File: config.mk
export PLATFORM = sky130hd
export DESIGN_NAME = uart_rx_word_demux_flat
export DESIGN_NICKNAME = d
export VERILOG_FILES = /design/src/rtl/uart_rx_word_demux_pkg.sv /design/src/rtl/uart_rx_word_demux_if.sv /design/src/rtl/uart_rx_word_demux_assembler.sv /design/src/rtl/uart_rx_word_demux.sv /design/src/flat_wrapper.sv
export SDC_FILE = /design/constraint.sdc
export NUM_CORES = 1
export LEC_CHECK = 0
export ABC_AREA = 1
export CORE_ASPECT_RATIO = 1.25
export CORE_MARGIN = 2
export CORE_UTILIZATION = 35
export DETAILED_ROUTE_END_ITERATION = 10
export PLACE_DENSITY = 0.64
export SETUP_SLACK_MARGIN = 0.4
export SLEW_MARGIN = 25
export SYNTH_ARGS = -nofsm -noshare
export SYNTH_HDL_FRONTEND = slang
export SYNTH_SLANG_ARGS = --single-unit
export TNS_END_PERCENT = 100
File: constraint.sdc
create_clock -name clk -period 1.7 [get_ports clk]
set_input_delay 0.425 -clock clk [delete_from_list [all_inputs] [get_ports clk]]
set_output_delay 0.425 -clock clk [all_outputs]
set_load 0.005 [all_outputs]
File: src/rtl/uart_rx_word_demux_pkg.sv
// Shared types for the UART receive word demultiplexer: FSM states,
// destination select codes (same encoding as the TX output mux) and byte-count helper.
package uart_rx_pkg;

   typedef enum logic [1:0] {
      IDLE    = 2'd0,
      COLLECT = 2'd1,
      COMMIT  = 2'd2
   } rx_state_e;

   localparam logic [1:0] DST_A = 2'b00;
   localparam logic [1:0] DST_B = 2'b01;
   localparam logic [1:0] DST_C = 2'b10;
   localparam logic [1:0] DST_D = 2'b11;

   function automatic int nbytes(input int length);
      return length / 8;
   endfunction

endpackage

File: src/rtl/uart_rx_word_demux_if.sv
// Byte-strobe input side and destination-register output side of the RX word demux.
// master drives bytes (receiver side), slave is the demux itself.
interface uart_rx_word_demux_if #(
   parameter int LENGTH = 32
);
   logic              enable;
   logic [7:0]        rx_data;
   logic              rx_done;
   logic [1:0]        sel;
   logic [LENGTH-1:0] A;
   logic [LENGTH-1:0] B;
   logic [LENGTH-1:0] C;
   logic [LENGTH-1:0] D;
   logic [3:0]        word_valid;
   logic              busy;
   logic              err;

   modport master (
      output enable, rx_data, rx_done, sel,
      input  A, B, C, D, word_valid, busy, err
   );

   modport slave (
      input  enable, rx_data, rx_done, sel,
      output A, B, C, D, word_valid, busy, err
   );
endinterface

File: src/rtl/uart_rx_word_demux_assembler.sv
// Little-endian byte-to-word assembler: a start byte clears the word and lands in
// bits [7:0]; later bytes fill upward. done_o flags the byte that completes a word.
module uart_byte_assembler
   import uart_rx_pkg::*;
#(
   parameter int LENGTH = 32
) (
   input  logic              clk,
   input  logic              rst,
   input  logic              accept_i,
   input  logic              start_i,
   input  logic [7:0]        rx_data_i,
   output logic [LENGTH-1:0] word_o,
   output logic              done_o
);
   localparam int NBYTES = nbytes(LENGTH);
   localparam int CNT_W  = $clog2(NBYTES) + 1;

   logic [LENGTH-1:0] shift_q, shift_d;
   logic [CNT_W-1:0]  cnt_q, cnt_d;

   always_comb begin
      shift_d = shift_q;
      cnt_d   = cnt_q;
      if (accept_i) begin
         if (start_i) begin
            // Clearing the upper bytes keeps a dropped partial word from leaking in.
            shift_d      = '0;
            shift_d[7:0] = rx_data_i;
            cnt_d        = CNT_W'(1);
         end else begin
            for (int k = 0; k < NBYTES; k++) begin
               if (cnt_q == CNT_W'(k)) shift_d[8*k +: 8] = rx_data_i;
            end
            cnt_d = cnt_q + 1'b1;
         end
      end
   end

   assign done_o = accept_i && (cnt_d == CNT_W'(NBYTES));
   assign word_o = shift_q;

   always_ff @(posedge clk) begin
      if (rst) begin
         shift_q <= '0;
         cnt_q   <= '0;
      end else begin
         shift_q <= shift_d;
         cnt_q   <= cnt_d;
      end
   end

endmodule

File: src/rtl/uart_rx_word_demux.sv
// Assembles LENGTH-bit words from UART RX byte strobes and routes each to holding
// register A..D by sel. Optional inter-byte timeout enabled by macro RX_TIMEOUT_EN.
module uart_rx_word_demux
   import uart_rx_pkg::*;
#(
   parameter int LENGTH      = 32,
   parameter int TIMEOUT_CYC = 100000
) (
   input logic                 clk,
   input logic                 rst,
   uart_rx_word_demux_if.slave bus
);
   rx_state_e         state_q, state_d;
   logic [1:0]        sel_q, sel_d;
   logic [LENGTH-1:0] dst_q [4];
   logic [LENGTH-1:0] dst_d [4];
   logic [3:0]        word_valid_q, word_valid_d;
   logic              accept, start, done, timeout;
   logic [LENGTH-1:0] word;

   assign accept = bus.enable && bus.rx_done;
   // Any byte outside COLLECT opens a new word, including one arriving during COMMIT.
   assign start  = accept && (state_q != COLLECT);

   uart_byte_assembler #(
      .LENGTH(LENGTH)
   ) u_asm (
      .clk       (clk),
      .rst       (rst),
      .accept_i  (accept),
      .start_i   (start),
      .rx_data_i (bus.rx_data),
      .word_o    (word),
      .done_o    (done)
   );

`ifdef RX_TIMEOUT_EN
   localparam int TMO_W = $clog2(TIMEOUT_CYC) + 1;

   logic [TMO_W-1:0] tmo_q, tmo_d;
   logic             err_q, err_d;

   always_comb begin
      tmo_d   = tmo_q;
      timeout = 1'b0;
      if (state_q != COLLECT || accept) begin
         tmo_d = '0;
      end else if (bus.enable) begin
         if (tmo_q == TMO_W'(TIMEOUT_CYC - 1)) begin
            timeout = 1'b1;
            tmo_d   = '0;
         end else begin
            tmo_d = tmo_q + 1'b1;
         end
      end
      err_d = timeout;
   end

   always_ff @(posedge clk) begin
      if (rst) begin
         tmo_q <= '0;
         err_q <= 1'b0;
      end else begin
         tmo_q <= tmo_d;
         err_q <= err_d;
      end
   end

   assign bus.err = err_q;
`else
   assign timeout = 1'b0;
   assign bus.err = 1'b0;
`endif

   always_comb begin
      state_d      = state_q;
      sel_d        = sel_q;
      dst_d        = dst_q;
      word_valid_d = '0;
      case (state_q)
         IDLE: begin
            if (accept) begin
               sel_d   = bus.sel;
               state_d = done ? COMMIT : COLLECT;
            end
         end
         COLLECT: begin
            if (accept && done) state_d = COMMIT;
            else if (timeout)   state_d = IDLE;
         end
         COMMIT: begin
            // Delivery ignores enable so a finished word is never lost.
            dst_d[sel_q]        = word;
            word_valid_d[sel_q] = 1'b1;
            if (accept) begin
               sel_d   = bus.sel;
               state_d = done ? COMMIT : COLLECT;
            end else begin
               state_d = IDLE;
            end
         end
         default: state_d = IDLE;
      endcase
   end

   always_ff @(posedge clk) begin
      if (rst) begin
         state_q      <= IDLE;
         sel_q        <= '0;
         dst_q        <= '{default: '0};
         word_valid_q <= '0;
      end else begin
         state_q      <= state_d;
         sel_q        <= sel_d;
         dst_q        <= dst_d;
         word_valid_q <= word_valid_d;
      end
   end

   assign bus.A          = dst_q[DST_A];
   assign bus.B          = dst_q[DST_B];
   assign bus.C          = dst_q[DST_C];
   assign bus.D          = dst_q[DST_D];
   assign bus.word_valid = word_valid_q;
   assign bus.busy       = (state_q == COLLECT);

endmodule

File: src/flat_wrapper.sv
// flat-port wrapper written by rule: the top's interface ports become plain ports
module uart_rx_word_demux_flat import uart_rx_pkg::*;
#(
   parameter int LENGTH      = 32,
   parameter int TIMEOUT_CYC = 100000
)
  (clk, rst, bus_enable, bus_rx_data, bus_rx_done, bus_sel, bus_A, bus_B, bus_C, bus_D, bus_word_valid, bus_busy, bus_err);
  uart_rx_word_demux_if #(.LENGTH(LENGTH)) bus_i ();
  input logic clk;
  input logic rst;
  input wire logic [$bits(bus_i.enable)-1:0] bus_enable;
  input wire logic [$bits(bus_i.rx_data)-1:0] bus_rx_data;
  input wire logic [$bits(bus_i.rx_done)-1:0] bus_rx_done;
  input wire logic [$bits(bus_i.sel)-1:0] bus_sel;
  output wire logic [$bits(bus_i.A)-1:0] bus_A;
  output wire logic [$bits(bus_i.B)-1:0] bus_B;
  output wire logic [$bits(bus_i.C)-1:0] bus_C;
  output wire logic [$bits(bus_i.D)-1:0] bus_D;
  output wire logic [$bits(bus_i.word_valid)-1:0] bus_word_valid;
  output wire logic [$bits(bus_i.busy)-1:0] bus_busy;
  output wire logic [$bits(bus_i.err)-1:0] bus_err;
  assign bus_i.enable = bus_enable;
  assign bus_i.rx_data = bus_rx_data;
  assign bus_i.rx_done = bus_rx_done;
  assign bus_i.sel = bus_sel;
  assign bus_A = bus_i.A;
  assign bus_B = bus_i.B;
  assign bus_C = bus_i.C;
  assign bus_D = bus_i.D;
  assign bus_word_valid = bus_i.word_valid;
  assign bus_busy = bus_i.busy;
  assign bus_err = bus_i.err;
  uart_rx_word_demux #(.LENGTH(LENGTH), .TIMEOUT_CYC(TIMEOUT_CYC)) u_core (.clk(clk), .rst(rst), .bus(bus_i));
endmodule
==> results of run 1 <==
metrics by stage:
stage	power, W	TNS (ps)	util	hold WS (ps)	std cells
2_1_floorplan	0.004484	0	-	443.1	843
3_3_place_gp	0.004633	-271.1	0.4465	453.8	1190
3_5_place_dp	0.004640	-495.4	0.4465	464.5	1190
4_1_cts	0.008487	0	0.4598	472.6	1224
5_1_grt	0.008817	0	0.5028	488.9	1245
6_report	0.008520	0	0.5028	468.7	1245
logic make-up after synthesis:
kind of cell	after synthesis
simple gates	422
flops	171
compound gates	147
buf+inv	97
fa+ha+maj	5
other cells	1
synthesized netlist by cell type, drive strengths merged:
cell	instances	area, sq um
conb	1	3.750
clkinv	1	5.000
buf	28	225.2
a21oi	14	70.07
nand4	1	6.260
nor2	333	1265
nand2	79	329.1
nand3	8	40.04
dfxtp	171	3423
ha	5	62.56
nor3	1	5.000
o21ai	133	665.6
clkbuf	20	86.33
inv	48	187.7
flip-flops by register name, indices dropped and copies added (netlist names):
register	count
u_core.u_asm.cnt_q	3
u_core.bus.C	32
u_core.sel_q	2
u_core.bus.B	32
u_core.u_asm.word_o	32
u_core.bus.A	32
u_core.state_q	2
u_core.bus.word_valid	4
u_core.bus.D	32
power breakdown:
group	switching [W]	leakage, nW	internal (W)	total [W]
Clock	0.00160	0.286	0.00228	0.00388
Combinational	0.000287	2.39	0.000183	0.000470
Sequential	0.000102	1.45	0.00406	0.00417
path summary, 6_finish.rpt:
| kind | end | depth (start not counted) |
|---|---|---|
| max reg2reg | u_core.u_asm.word_o[21] | 6 |
| max | bus_busy | 3 |
| min | u_core.u_asm.cnt_q[2] | 2 |
| min reg2reg | u_core.u_asm.cnt_q[2] | 2 |
layout make-up:
| cell class | instances | area, sq um | area share |
|---|---|---|---|
| flip-flops and latches | 171 | 3596 | 0.3982 |
| clock buffers | 22 | 474.2 | 0.05251 |
| well taps | 228 | 285.3 | 0.03159 |
| multi-input cells | 579 | 2618 | 0.2899 |
| inverters | 49 | 236.5 | 0.02619 |
| clock inverters | 10 | 116.4 | 0.01289 |
| repair inverters | 1 | 8.758 | 0.0009699 |
| repair buffers | 185 | 1695 | 0.1878 |
tightest hold or removal path, stage by stage, from the launching register on:
cell,delay [ps]
dfxtp_1,310
nand2_1,60
a21oi_1,50
repair_timing:
item	in CTS	in global routing
gates resized for setup	693	142
pin swaps	0	6
gates cloned	0	11
setup endpoints to repair	256	278
setup buffers	2	10
routing by layer:
layer,up-vias,wire length (um),GRT usage
met3,19,736,0.03851
li1,2967,-,-
met2,149,9794,0.3289
met1,2756,8690,0.2280
met4,0,303,0.05297
met5,-,0,0
==> flow_summary.toml, run 1 <==
[final_layout]
nets = 1023
final_cell_area_sq_um = 9030
drive_gt1_frac = 0.3717
nFillCells = 1738
layout.cells.most_common_list = "nor2_1 (327), dfxtp_2 (135), o21ai_0 (86)"
syn2layout_area_growth_pct = 41.65
diodes = 0
final_common_cell = "nor2_1"

[floorplan]
rows = 55
chipWidth_um = 124.7
initial_core_util = 0.3549
die_h_um = 154.9
die-area_sq_um = 19320
io_pins = 148
core_sq_um = 17960

[grt]
track_usage = 0.1855
overflow = 0
grt_pass1_wl_um = 28510
antenna_found_initial = 0
grt_max_degree = 54
grt_pass1_vias = 5391

[sta]
slew_headroom = 0.6262
finClkSkew_ps = 9.840
hold_viol = 0
finalMaxSlewViolations = 0
rsz0062_at_grt = "yes"
max_freq_ghz = 0.6763
layout_min_cycle_time_ps = 1479
setup_viol = 0
period_share = 0.8697
worstMarginPinSlew_ps = 559.3
finalWorstSetupSlack_ps = 221.4

[worst_setup_path]
reg2reg_from = "u_core.state_q[1]"
crit_path_max_fanout = 4
cp_slowest_cell = "dfxtp_2"
path_cells = "inv_2, nor2_4, buf_2"
cp_slowest_stage_delay_ps = 350
cp-startpoint = "u_core.state_q[0]"
cp-start-kind = "flip-flop"
worstSetupPathType = "flip-flop to output pin"
cp_top_family = "flip-flops"
ff2ff_setup_slack_ps = 230
path_buf_inv = 2
cp.required_ps = 1270
worstPathArrival_ps = 1050
end_kind = "output pin"

[synth]
synth_top_family_by_area = "simple AND/OR/NAND/NOR gates"
synth-compound-area-share = 0.1154
synth_cell_types = 23
yosys.area_share.xor_xnor = 0
ys_seq_area_frac = 0.5370
synthCells = 843
muxShareOfSynthArea = 0
yosys_warnings = 0
yosys.area_share.adder = 0.009814
synth_nets = 862
ys_seq_elements = 171
syn_area_sq_um = 6375
synthSimpleGateAreaFrac = 0.2581
avgSynthCellArea_sq_um = 7.562

[drt]
drc = 0
vias = 5891
ant_nets = 0
dr.pass1.iters = 5
routedWlPerCell_um = 15.68
via_per_inst = 4.732
totalWireLength_um = 19520
drtIter0Drc = 390

[clock_tree]
clock-sinks = 171
cts-root-buf = "clkbuf_16"
cts_tree = "built"
path_clk_slew_ps = 70
cts_buffers = 17
clockBufferDepth = 2
hold_buffers = 0
clock_latency_ps = 430
htree_num_levels = 4

[placed_design]
dpl.hpwl_um = 12010
place.gp.congestion = 0.7801
pre_cts_slack_ps = -75.72
placed_cell_area_sq_um = 8020
numPortBuffers = 146

[power]
vdd_ir_drop_max_mv = 0.6129
p_leak_nw = 4.125
pwr_density_cell_nw_per_um2 = 943.5

[job]
max_cap_violations = 0

[run_status]
outcome = "completed"

[worst_hold_path]
min_from = "u_core.u_asm.cnt_q[2]"
worstHoldPathType = "flip-flop to flip-flop"
Power figures use the tool's default switching activity.
==> run 2: changes to the inputs <==
- RECOVER_POWER: unset -> 100
==> run 2 against run 1 <==
Net effect:
- utilization decreased by 1.4 points
- register-to-register slack barely moved
- largest power group unchanged
- flip-flop and latch count is the same
- highest routed layer unchanged
- die area stayed put
- clock power is essentially flat
- final area shrank 2.9%
- sequential share of layout area is 0.76 points lower
- combinational power decreased by 4%
- via count is 0.31% higher
- critical path type unchanged
- critical path depth stayed put
==> flow_summary.toml, run 2 (same netlist as run 1, synthesis figures left out) <==
[run_status]
outcome = "completed"

[worst_setup_path]
worstPathArrival_ps = 1110
worstSetupPathType = "flip-flop to output pin"
cp_top_family = "flip-flops"
path_buf_inv = 2
cp_slowest_stage_delay_ps = 360
reg2reg_from = "u_core.state_q[0]"
cp.required_ps = 1270
ff2ff_setup_slack_ps = 220
crit_path_max_fanout = 4
cp_slowest_cell = "dfxtp_1"
cp-start-kind = "flip-flop"
worstReg2RegEnd = "u_core.u_asm.word_o[20]"
path_cells = "inv_1, nor2_4, buf_2"
rr_worst_depth = 8
end_kind = "output pin"

[sta]
layout_min_cycle_time_ps = 1530
finalWorstSetupSlack_ps = 169.9
setup_viol = 0
hold_viol = 0
finalMaxSlewViolations = 0
max_freq_ghz = 0.6535
period_share = 0.9001
whs_ps = 469.2
finClkSkew_ps = 8.193
rsz0062_at_grt = "yes"

[worst_hold_path]
min_from = "u_core.u_asm.cnt_q[2]"
worstHoldPathType = "flip-flop to flip-flop"
worstHoldPathCells = 2
hold_end = "u_core.u_asm.cnt_q[2]"

[floorplan]
die-area_sq_um = 19320
io_pins = 148
initial_core_util = 0.3549
chipWidth_um = 124.7
core_sq_um = 17960
die_h_um = 154.9
rows = 55

[placed_design]
dpl.hpwl_um = 12010
pre_cts_slack_ps = -75.72
numPortBuffers = 146
placed_cell_area_sq_um = 8020
place_inst = 1190
place.gp.congestion = 0.7801

[grt]
grt_pass1_vias = 5391
track_usage = 0.1855
antenna_found_initial = 0
grt_max_degree = 54
overflow = 0
grt_pass1_wl_um = 28510

[power]
combPwrFrac = 0.053
p_clk_frac = 0.457
sw_frac_of_total = 0.2324
pwr_density_cell_nw_per_um2 = 968.7
intPower_w = 0.006522
p_leak_nw = 4.030
p_seq_frac = 0.490
vdd_ir_drop_max_mv = 0.6093
p_sw_w = 0.001974

[final_layout]
drive_gt1_frac = 0.2232
nets = 1023
layout.cells.most_common_list = "nor2_1 (329), dfxtp_1 (169), o21ai_0 (105)"
instances_no_fill = 1245
final_common_cell = "nor2_1"
final_cell_area_sq_um = 8771
diodes = 0
syn2layout_area_growth_pct = 37.59

[drt]
drc = 0
vias = 5909
routedWlPerCell_um = 15.74
totalWireLength_um = 19600
ant_nets = 0
dr.pass1.iters = 5
via_per_inst = 4.746
drtIter0Drc = 392

[clock_tree]
cts_buffers = 17
htree_num_levels = 4
clock_latency_ps = 420
hold_buffers = 0
cts-root-buf = "clkbuf_16"
clock-sinks = 171
cts_tree = "built"
clockBufferDepth = 2
path_clk_slew_ps = 70

[job]
max_cap_violations = 0
## run 2: cell types whose count changed in the layout (fill, tap and decap cells not counted), sizes merged
cell	before	now
buf	166	163
clkbuf	28	31
clkinv	9	8
inv	47	48
## run 2: power by group through the flow
stage | registers (W) | clock network, W | logic (W)
floorplan | 0.00420 | 0 | 0.000280
global placement | 0.00425 | 0 | 0.000385
detailed placement | 0.00425 | 0 | 0.000391
CTS | 0.00416 | 0.00393 | 0.000403
global route | 0.00417 | 0.00412 | 0.000506
finish | 0.00417 | 0.00388 | 0.000451
## run 2: metal layers
layer | up-vias | global-route usage | part of all wire
met4 | 0 | 0.05297 | 0.019
met1 | 2763 | 0.2280 | 0.44
met2 | 158 | 0.3289 | 0.50
li1 | 2961 | - | -
met5 | - | 0 | 0
met3 | 27 | 0.03851 | 0.042
## run 2: worst max-delay path by stage
stage | cells past startpoint | endpoint | slack (ps) | start
2_1_floorplan | 9 | u_core.u_asm.word_o[29] | 430 | u_core.u_asm.cnt_q[0]
3_3_place_gp | 7 | u_core.u_asm.word_o[12] | -60 | bus_rx_done
3_5_place_dp | 7 | u_core.u_asm.word_o[28] | -80 | bus_rx_done
4_1_cts | 3 | bus_busy | 220 | u_core.state_q[0]
5_1_grt | 3 | bus_busy | 80 | u_core.state_q[0]
6_report | 3 | bus_busy | 170 | u_core.state_q[0]
## run 2: metrics by stage
step	power, W	util	TNS, ps
after floorplan	0.004484	-	0
after global placement	0.004633	0.4465	-271.1
after detailed placement	0.004640	0.4465	-495.4
after CTS	0.008487	0.4598	0
after global routing	0.008799	0.4883	0
final	0.008497	0.4883	0
## run 2: area by class of cell
type | count | area (sq um)
multi-input combinational | 579 | 2560
clock inverter | 10 | 116.4
fill | 1821 | 9190
inverter | 49 | 216.5
clock buffer | 22 | 474.2
sequential | 171 | 3426
timing repair inverter | 1 | 8.758
tap | 228 | 285.3
timing repair buffer | 185 | 1684
## run 2: worst min-delay path, cell delays in order (launching register included)
cell and delay (ps):
dfxtp_1 310, nand2_1 60, a21oi_1 50
## run 2: what timing repair did
action,CTS,global route
pin swaps,0,6
gates resized for setup,693,142
buffers inserted,2,10
gates cloned,0,11
setup endpoints to repair,256,278
==> run 3: changes to the inputs <==
- PLACE_DENSITY: 0.64 -> 0.63
- SYNTH_HIERARCHICAL: unset -> 1
==> run 3 against run 2 <==
Net effect:
- total power is 5.1% higher
- sequential power is 2% lower
- synthesized cell count is 19% higher
- hold slack worse by 2.0 ps
- die area is 10% higher
- critical path depth is 5 higher
- area after synthesis is 11% higher
- critical path type is now flip-flop to flip-flop
- critical endpoint is now u_core/bus.A[8]
- highest routed layer unchanged
==> flow_summary.toml, run 3 <==
[run_status]
outcome = "completed"

[final_layout]
multi_input_area_sq_um = 3208
layout.cells.most_common_list = "nor2_1 (289), nand2_1 (172), dfxtp_1 (167)"
nets = 1184
final_util = 0.4981
syn2layout_area_growth_pct = 40.80
final_common_cell = "nor2_1"
instances_no_fill = 1448
drive_gt1_frac = 0.2470
diodes = 0
seq_area_sq_um = 3431
nFillCells = 2026

[sta]
worstMarginPinSlew_ps = 546.4
hold_viol = 0
max_freq_ghz = 0.6466
layout_min_cycle_time_ps = 1547
rsz0062_at_grt = "yes"
finalMaxSlewViolations = 0
setup_viol = 0
period_share = 0.9098
slew_headroom = 0.6357
finClkSkew_ps = 11.04

[drt]
dr.pass1.iters = 5
routedWlPerCell_um = 15.13
via_per_inst = 4.724
drc = 0
vias = 6840
drtIter0Drc = 519
ant_nets = 0
totalWireLength_um = 21900

[floorplan]
io_pins = 148
rows = 58
chipWidth_um = 131.0
initial_core_util = 0.3537
die_h_um = 162.8
die-area_sq_um = 21330
core_sq_um = 19960

[power]
intPower_w = 0.006811
p_seq_frac = 0.458
vdd_ir_drop_max_mv = 0.6627
p_leak_nw = 4.386
p_clk_frac = 0.464
combPwrFrac = 0.078
p_sw_w = 0.002120
pwr_density_cell_nw_per_um2 = 898.5
sw_frac_of_total = 0.2374

[synth]
synth_nets = 1021
synth_top_area_cell = "dfxtp_1"
yosys_warnings = 6
synth_common_cells = "nor2_1 (295), nand2_1 (175), dfxtp_1 (171)"
avgSynthCellArea_sq_um = 7.045
ys_seq_elements = 171
synthCells = 1002
syn_area_sq_um = 7059
yosys_most_used_dff = "dfxtp_1"
ys_top_cells_by_area = "dfxtp_1 (48%), nor2_1 (16%), nand3_1 (10%)"
async_flop_share = 0
synth.top_cell.area_share = 0.4849
synth_cell_types = 30
yosysMostFrequentCell = "nor2_1"
ys_seq_area_frac = 0.4849
synth_edf_count = 0

[grt]
top_usage_layer = "met2"
globalRouteMet1Util = 0.2593
grt_use_met2 = 0.3194
overflow = 0
antenna_found_initial = 0
grt_pass1_vias = 6097
grt_use_met3 = 0.03384
grt_max_degree = 54
track_usage = 0.1969
grt_pass1_wl_um = 32100

[worst_setup_path]
worstSetupPathType = "flip-flop to flip-flop"
path_buf_inv = 4
worstPathArrival_ps = 1870
cp-start-kind = "flip-flop"
cp_slowest_stage_delay_ps = 340
cp_slowest_cell = "dfxtp_2"
end_kind = "flip-flop"
path_cells = "inv_2, buf_4, nor2_4, buf_12, clkbuf_2, nand3_2, nand2_1, nor2_1"
cp_top_family = "buffers and inverters"
cp.required_ps = 2020
crit_path_max_fanout = 6

[clock_tree]
cts-root-buf = "clkbuf_16"
clock-sinks = 171
cts_tree = "built"
clock_latency_ps = 430
clockBufferDepth = 2
htree_num_levels = 4
cts_buffers = 17
path_clk_slew_ps = 70

[placed_design]
place_inst = 1388
place.gp.congestion = 0.8359
numPortBuffers = 146
dpl.hpwl_um = 14310

[worst_hold_path]
worstHoldPathType = "flip-flop to flip-flop"

[job]
max_cap_violations = 0
==> run 3: cell types whose count changed after synthesis, moves of 26 or more <==
cell,delta
nand3_1,+139
o21ai_0,-118
nand2_1,+103
nor2_1,-36
buf_2,+28
a21oi_1,+26
==> run 3: cells by family after synthesis <==
group,after synthesis,share of synthesized area
and+or+nand+nor,639,0.3788
buffers and inverters,133,0.08667
AOI/OAI and AO/OA,53,0.04024
DFF,171,0.4849
adders and majority gates,5,0.008862
other,1,0.0005312
==> run 3: layout make-up <==
| cell class | instances | share of cell area |
|---|---|---|
| Timing Repair Buffer | 209 | 0.2081 |
| Inverter | 68 | 0.02694 |
| Tap cell | 270 | 0.03399 |
| Clock buffer | 20 | 0.04595 |
| Multi-Input combinational cell | 698 | 0.3228 |
| Sequential cell | 171 | 0.3452 |
| Clock inverter | 12 | 0.01712 |
==> run 3: worst register-to-register path, delay by kind of cell (launching register included) <==
kind          cells  cell delay (ps)
buf+inv           4              620
simple gates      4              470
flops             1              340
==> run 3: final timing paths <==
path	startpoint	end	slack (ps)	cells after the start
worst max-delay path	u_core/state_q[1]	u_core/bus.A[8]	150	8
worst max register to register	u_core/state_q[1]	u_core/bus.A[8]	150	8
worst min-delay path	u_core/u_asm/word_o[27]	u_core/u_asm/word_o[27]	470	2
worst min register to register	u_core/u_asm/word_o[27]	u_core/u_asm/word_o[27]	470	2
==> run 3: repair_timing <==
action | 4_1_cts | 5_1_grt
endpoints found under the setup margin | 261 | 297
setup buffers | 9 | 6
cloned | 3 | 10
hold buffers | 0 | 0
pin swaps | 0 | 36
resized for setup | 702 | 116
==> run 3: stage by stage <==
stage | worst slack [ps] | hold WS, ps | instance area [sq um] | power (W) | TNS (ps)
CTS | 231.2 | 467.1 | 9473 | 0.008928 | 0
global placement | -138.9 | 448.6 | 8972 | 0.004827 | -4459
floorplan | 408.8 | 438.5 | 7092 | 0.004598 | 0
finish | 153.3 | 467.2 | 9940 | 0.008931 | 0
global route | 74.66 | 485.0 | 9940 | 0.009239 | 0
detailed placement | -159.5 | 456.7 | 8972 | 0.004832 | -5359
==> run 3: power by group through the flow <==
stage,clock [W],sequential (W),combinational [W]
after floorplan,0,0.00416,0.000436
after global placement,0,0.00418,0.000651
after detailed placement,0,0.00418,0.000654
after CTS,0.00418,0.00408,0.000668
after global routing,0.00438,0.00409,0.000766
final,0.00414,0.00409,0.000698
==> run 3: routing by layer <==
layer	routed length (um)	vias to the layer above
met1	9438	3171
met4	534	0
met5	0	-
met3	1078	36
met2	10850	182
li1	-	3451
